===== config.mk =====
export PLATFORM = sky130hd
export DESIGN_NAME = icache_line_responder
export DESIGN_NICKNAME = d
export VERILOG_FILES = /design/src/rtl/icache_line_responder.sv
export SDC_FILE = /design/constraint.sdc
export NUM_CORES = 1
export LEC_CHECK = 0
export CAP_MARGIN = 10
export CELL_PAD_IN_SITES_DETAIL_PLACEMENT = 0
export CELL_PAD_IN_SITES_GLOBAL_PLACEMENT = 1
export CORE_ASPECT_RATIO = 0.5
export CORE_MARGIN = 4
export CORE_UTILIZATION = 41
export DETAILED_ROUTE_END_ITERATION = 8
export PLACE_DENSITY = 0.95
export SETUP_SLACK_MARGIN = 0.4
export SYNTH_ARGS = -nofsm -noshare
export SYNTH_HDL_FRONTEND = slang
export SYNTH_SLANG_ARGS = --single-unit

===== constraint.sdc =====
create_clock -name clk -period 14.4 [get_ports clk]
set_input_delay 2.88 -clock clk [delete_from_list [all_inputs] [get_ports clk]]
set_output_delay 2.88 -clock clk [all_outputs]
set_load 0.01 [all_outputs]

===== src/rtl/icache_line_responder.sv =====
// L2-side line responder: assembles one WORDS x 16-bit line from sequential pmem word reads.
// Optional one-entry line buffer enabled by defining ICACHE_LINE_BUF_EN.
module icache_line_responder #(
  parameter int WORDS       = 8,
  parameter int OFFSET_BITS = 4
) (
  input  logic                  clk,
  input  logic                  reset,
  input  logic                  l2_read,
  input  logic [15:0]           l2_addr,
  output logic                  l2_resp,
  output logic [16*WORDS-1:0]   l2_rdata,
  output logic                  pmem_read,
  output logic [15:0]           pmem_address,
  input  logic                  pmem_resp,
  input  logic [15:0]           pmem_rdata,
  input  logic                  buf_inval
);

  localparam int CNT_BITS = OFFSET_BITS - 1;
  localparam int TAG_BITS = 16 - OFFSET_BITS;

  typedef enum logic [1:0] {IDLE, FETCH, RESPOND, DONE} state_t;

  state_t                state;
  state_t                next_state;
  logic [TAG_BITS-1:0]   line_addr;
  logic [CNT_BITS-1:0]   cnt;
  logic [16*WORDS-1:0]   line_data;
  logic                  last_word;
  logic                  buf_hit;
  logic                  unused_low;

  assign last_word  = (cnt == CNT_BITS'(WORDS - 1));
  assign unused_low = ^l2_addr[OFFSET_BITS-1:0];

`ifdef ICACHE_LINE_BUF_EN
  logic                  buf_valid;
  logic [TAG_BITS-1:0]   buf_tag;

  assign buf_hit = buf_valid && (buf_tag == l2_addr[15:OFFSET_BITS]);

  // line_data itself holds the buffered line; invalidate beats a concurrent fill completion
  always_ff @(posedge clk or posedge reset) begin
    if (reset) begin
      buf_valid <= 1'b0;
      buf_tag   <= '0;
    end else begin
      if (buf_inval)
        buf_valid <= 1'b0;
      else if (state == RESPOND)
        buf_valid <= 1'b1;
      if (state == RESPOND)
        buf_tag <= line_addr;
    end
  end
`else
  logic unused_inval;

  assign buf_hit      = 1'b0;
  assign unused_inval = buf_inval;
`endif

  always_ff @(posedge clk or posedge reset) begin
    if (reset)
      state <= IDLE;
    else
      state <= next_state;
  end

  always_comb begin
    next_state = state;
    case (state)
      IDLE: begin
        if (l2_read)
          next_state = buf_hit ? RESPOND : FETCH;
      end
      FETCH: begin
        if (pmem_resp && last_word)
          next_state = RESPOND;
      end
      RESPOND: next_state = DONE;
      DONE:    next_state = IDLE;
      default: next_state = IDLE;
    endcase
  end

  // Counter saturates at the last word; the line is only rewritten once a new fill starts
  always_ff @(posedge clk or posedge reset) begin
    if (reset) begin
      line_addr <= '0;
      cnt       <= '0;
      line_data <= '0;
    end else begin
      case (state)
        IDLE: begin
          if (l2_read) begin
            line_addr <= l2_addr[15:OFFSET_BITS];
            cnt       <= '0;
          end
        end
        FETCH: begin
          if (pmem_resp) begin
            line_data[{cnt, 4'b0000} +: 16] <= pmem_rdata;
            if (!last_word)
              cnt <= cnt + 1'b1;
          end
        end
        default: ;
      endcase
    end
  end

  always_comb begin
    l2_resp      = 1'b0;
    pmem_read    = 1'b0;
    pmem_address = '0;
    l2_rdata     = line_data;
    case (state)
      FETCH: begin
        pmem_read    = 1'b1;
        pmem_address = {line_addr, cnt, 1'b0};
      end
      RESPOND: l2_resp = 1'b1;
      default: ;
    endcase
  end

endmodule


==> flow_summary.ini <==
[outcome]
outcome = finished, final reports clean

[die]
dieWidth_um = 182
die-area_um2 = 17300
num_rows = 31
io_pins = 183
die-height_um = 94.9
core_um2 = 14600
start_util = 0.423

[synthesis]
synth_top_area_share = 0.586
synth_area_leader_cell = sky130_fd_sc_hd__dfrtp_1
ys_types = 32
synth-warning-count = 0
most_used_flip_flop_cell_after_synthesis = sky130_fd_sc_hd__dfrtp_1
postSynthNetCount = 472
async_flop_share = 1.00
synth_cells = 424
synth_area_um2 = 6190
synth_edf_count = 0
synthesis.area_per_instance_um2 = 14.6
post_synth_main_area_contributors = sky130_fd_sc_hd__dfrtp_1 (59%), sky130_fd_sc_hd__mux2_2 (24%), sky130_fd_sc_hd__and2_1 (6.4%), sky130_fd_sc_hd__mux2_4 (2.4%), sky130_fd_sc_hd__ha_1 (2.2%)
postSynthRegisterBits = 145
ys_seq_area_frac = 0.586

[routing]
routed.top_layer = met4
routedLengthMet1_um = 6180
route.detailed.drc = 0
first_iter_violations = 115
firstDrtPassIters = 6
postRouteAntennaNets = 0
routed_wirelength_um = 14800
detailroute.wirelength.met3_um = 798
num_vias = 3978
route.detailed.vias_per_inst = 4.90
met2_layer_wire_length_in_the_routed_design_um = 7730
wl_per_cell_um = 18.3

[setup_path]
critPathArrivalTime_ns = 2.28
cp.required_ns = 11.52
cpPeakStageDelay_ns = 0.61
crit-reg2reg-capture = l2_rdata[8]
worstSetupEndpointType = output port
r2r_start = cnt[0]
critical_path.cell_chain = inv_1 > ha_1 > and2_1 > clkdlybuf4s50_1
path_buf_inv = 2
worst_path_max_delay_cell = sky130_fd_sc_hd__ha_1
ff2ff_setup_slack_ns = 11.25
path_max_fanout = 25
worstSetupStartpointType = register
crit_start = state[1]
critPathTopFamily = buffers and inverters
critPathKind = register to output port
worstRegToRegCells = 6

[finish]
area_growth_pct = 40.7
finish.net_count = 649
diodes = 0
drive_above_1_share = 0.295
n_fill_cell = 1168
fin_cells = 812
design_area_um2 = 8710

[global_route]
antenna_found_initial = 0
grtUsageTotal = 0.176
first_global_vias = 4424
grt_max_degree = 91
globalRouteOverflowTotal = 0
wire_length_of_the_first_global_routing_pass_um = 23800

[place]
dp_hpwl_um = 10900
placed_cell_area_um2 = 8110
placedCellCount = 780
place.gp.congestion = 0.798
port-buffer-count = 176

[timing]
grt_setup_unrepaired = false
actual_transition_at_the_worst_max_transition_pin_ns = 1.00
clock-skew-final_ns = 0.00927
slew_violations = 0
maxClockFrequency_mhz = 194
finalWorstPathRequiredPeriod_ns = 5.16
setup_viol = 0
finalHoldViolations = 0
layout_worst_path_cycle_share = 0.359
max-slew-margin-rel = 0.331
setup_total_negative_slack_ns = 0

[hold_path]
hp-start = line_addr[9]
hold_path_depth = 1
hold_path.class = register to register
hold-path-endpoint = line_addr[9]

[clocking]
cts_post_setup_buffers_inserted = 0
tritoncts = built
cts-buffers-inserted = 17
cts.reportedPaths.clkPinSlew_ns = 0.07
clock_tree.root_cell = sky130_fd_sc_hd__clkbuf_16
htree_num_levels = 4
clock_latency_ns = 0.41
post_cts_hold_buffer_count = 0
tritoncts_num_sinks = 145
post_cts_resized = 0
clockBufferDepth = 2

[power_and_ir_drop]
max-vdd-ir-drop_mv = 0.0895
powerDensity_nw_per_um2 = 178
clkPwrFrac = 0.289
fin_total_pwr_mw = 1.55
cell_internal_pwr_mw = 1.08
net-switching-power_uw = 466
comb_power_share = 0.341
power.share.switching = 0.301
sequential_power_share = 0.370
power_leakage_nw = 4.05

[job]
timing.max_cap.violations = 0
==> cell type report <==
cell class	count	area [µm²]	area share
repair buffers	178	1780	0.204
clock inverters	15	171	0.0197
inverters	8	35.0	0.00402
multi-input cells	251	2420	0.278
clock buffers	17	425	0.0488
flip-flops and latches	145	3630	0.417
well taps	198	248	0.0284
==> worst max-delay path by stage <==
stage	endpoint	slack [ns]	cells past startpoint
6_report	pmem_address[1]	9.24	4
5_1_grt	pmem_address[14]	9.01	4
4_1_cts	pmem_address[1]	9.20	4
3_5_place_dp	l2_rdata[39]	9.29	4
3_3_place_gp	l2_rdata[34]	9.34	4
2_1_floorplan	cnt[0]	7.63	1
==> flip-flops by register name (all words and copies together), names as in the netlist <==
| signal | count |
|---|---|
| cnt | 3 |
| l2_rdata | 128 |
| line_addr | 12 |
| state | 2 |
==> cell usage after synthesis, types with 4 or more instances <==
master / instances
sky130_fd_sc_hd__ha_1: 11
sky130_fd_sc_hd__nand3_1: 4
sky130_fd_sc_hd__clkbuf_1: 9
sky130_fd_sc_hd__inv_1: 8
sky130_fd_sc_hd__and3b_1: 4
sky130_fd_sc_hd__and2_1: 63
sky130_fd_sc_hd__buf_2: 7
sky130_fd_sc_hd__mux2_4: 10
sky130_fd_sc_hd__dfrtp_1: 145
sky130_fd_sc_hd__mux2_2: 131
sky130_fd_sc_hd__nand2_1: 5
==> cell usage in the layout, fill, tap and decap left out, types with 2 or more instances in the layout <==
cell,Yosys,layout
sky130_fd_sc_hd__o41ai_1,2,2
sky130_fd_sc_hd__inv_1,8,7
sky130_fd_sc_hd__inv_6,0,6
sky130_fd_sc_hd__and2_1,63,63
sky130_fd_sc_hd__nor2b_1,2,2
sky130_fd_sc_hd__nor2_1,2,2
sky130_fd_sc_hd__clkbuf_16,0,17
sky130_fd_sc_hd__nor3b_2,0,2
sky130_fd_sc_hd__ha_1,11,11
sky130_fd_sc_hd__clkinv_4,0,2
sky130_fd_sc_hd__mux2_4,10,10
sky130_fd_sc_hd__buf_4,1,2
sky130_fd_sc_hd__clkdlybuf4s50_1,0,176
sky130_fd_sc_hd__bufinv_16,0,2
sky130_fd_sc_hd__and3b_1,4,4
sky130_fd_sc_hd__dfrtp_1,145,145
sky130_fd_sc_hd__nand2_1,5,5
sky130_fd_sc_hd__mux2_2,131,131
sky130_fd_sc_hd__o2bb2ai_1,2,2
sky130_fd_sc_hd__inv_8,0,2
sky130_fd_sc_hd__clkinvlp_4,0,3
sky130_fd_sc_hd__nand3_1,4,4
==> logic make-up after synthesis <==
| family | share of synthesized area |
|---|---|
| AND/OR/NAND/NOR | 0.0881 |
| buffers and inverters | 0.0240 |
| other | 0.000606 |
| flip-flops | 0.586 |
| AO/OA/AOI/OAI | 0.0150 |
| adder cells (fa/ha/maj) | 0.0222 |
| multiplexers | 0.264 |
==> routing by layer <==
| layer | up-vias | GRT usage |
|---|---|---|
| li1 | 1824 | - |
| met1 | 2035 | 0.208 |
| met3 | 15 | 0.0554 |
| met5 | - | 0 |
| met4 | 0 | 0.0400 |
| met2 | 104 | 0.319 |
==> power groups by stage <==
stage               Clock [mW]  Sequential, mW  Combinational, mW
finish                   0.447           0.573              0.529
global route             0.475           0.586              0.573
CTS                      0.455           0.574              0.539
detailed placement           0           0.581              0.536
global placement             0           0.575              0.523
floorplan                    0           0.608              0.240
==> through the flow <==
stage | util | hold slack (ns) | setup WS, ns
after global placement | 0.555 | 0.479 | 9.34
final | 0.596 | 0.501 | 9.24
after floorplan | - | 0.471 | 7.63
after global routing | 0.596 | 0.505 | 9.01
after CTS | 0.596 | 0.503 | 9.20
after detailed placement | 0.555 | 0.488 | 9.29
(Power assumes the default switching activity.)
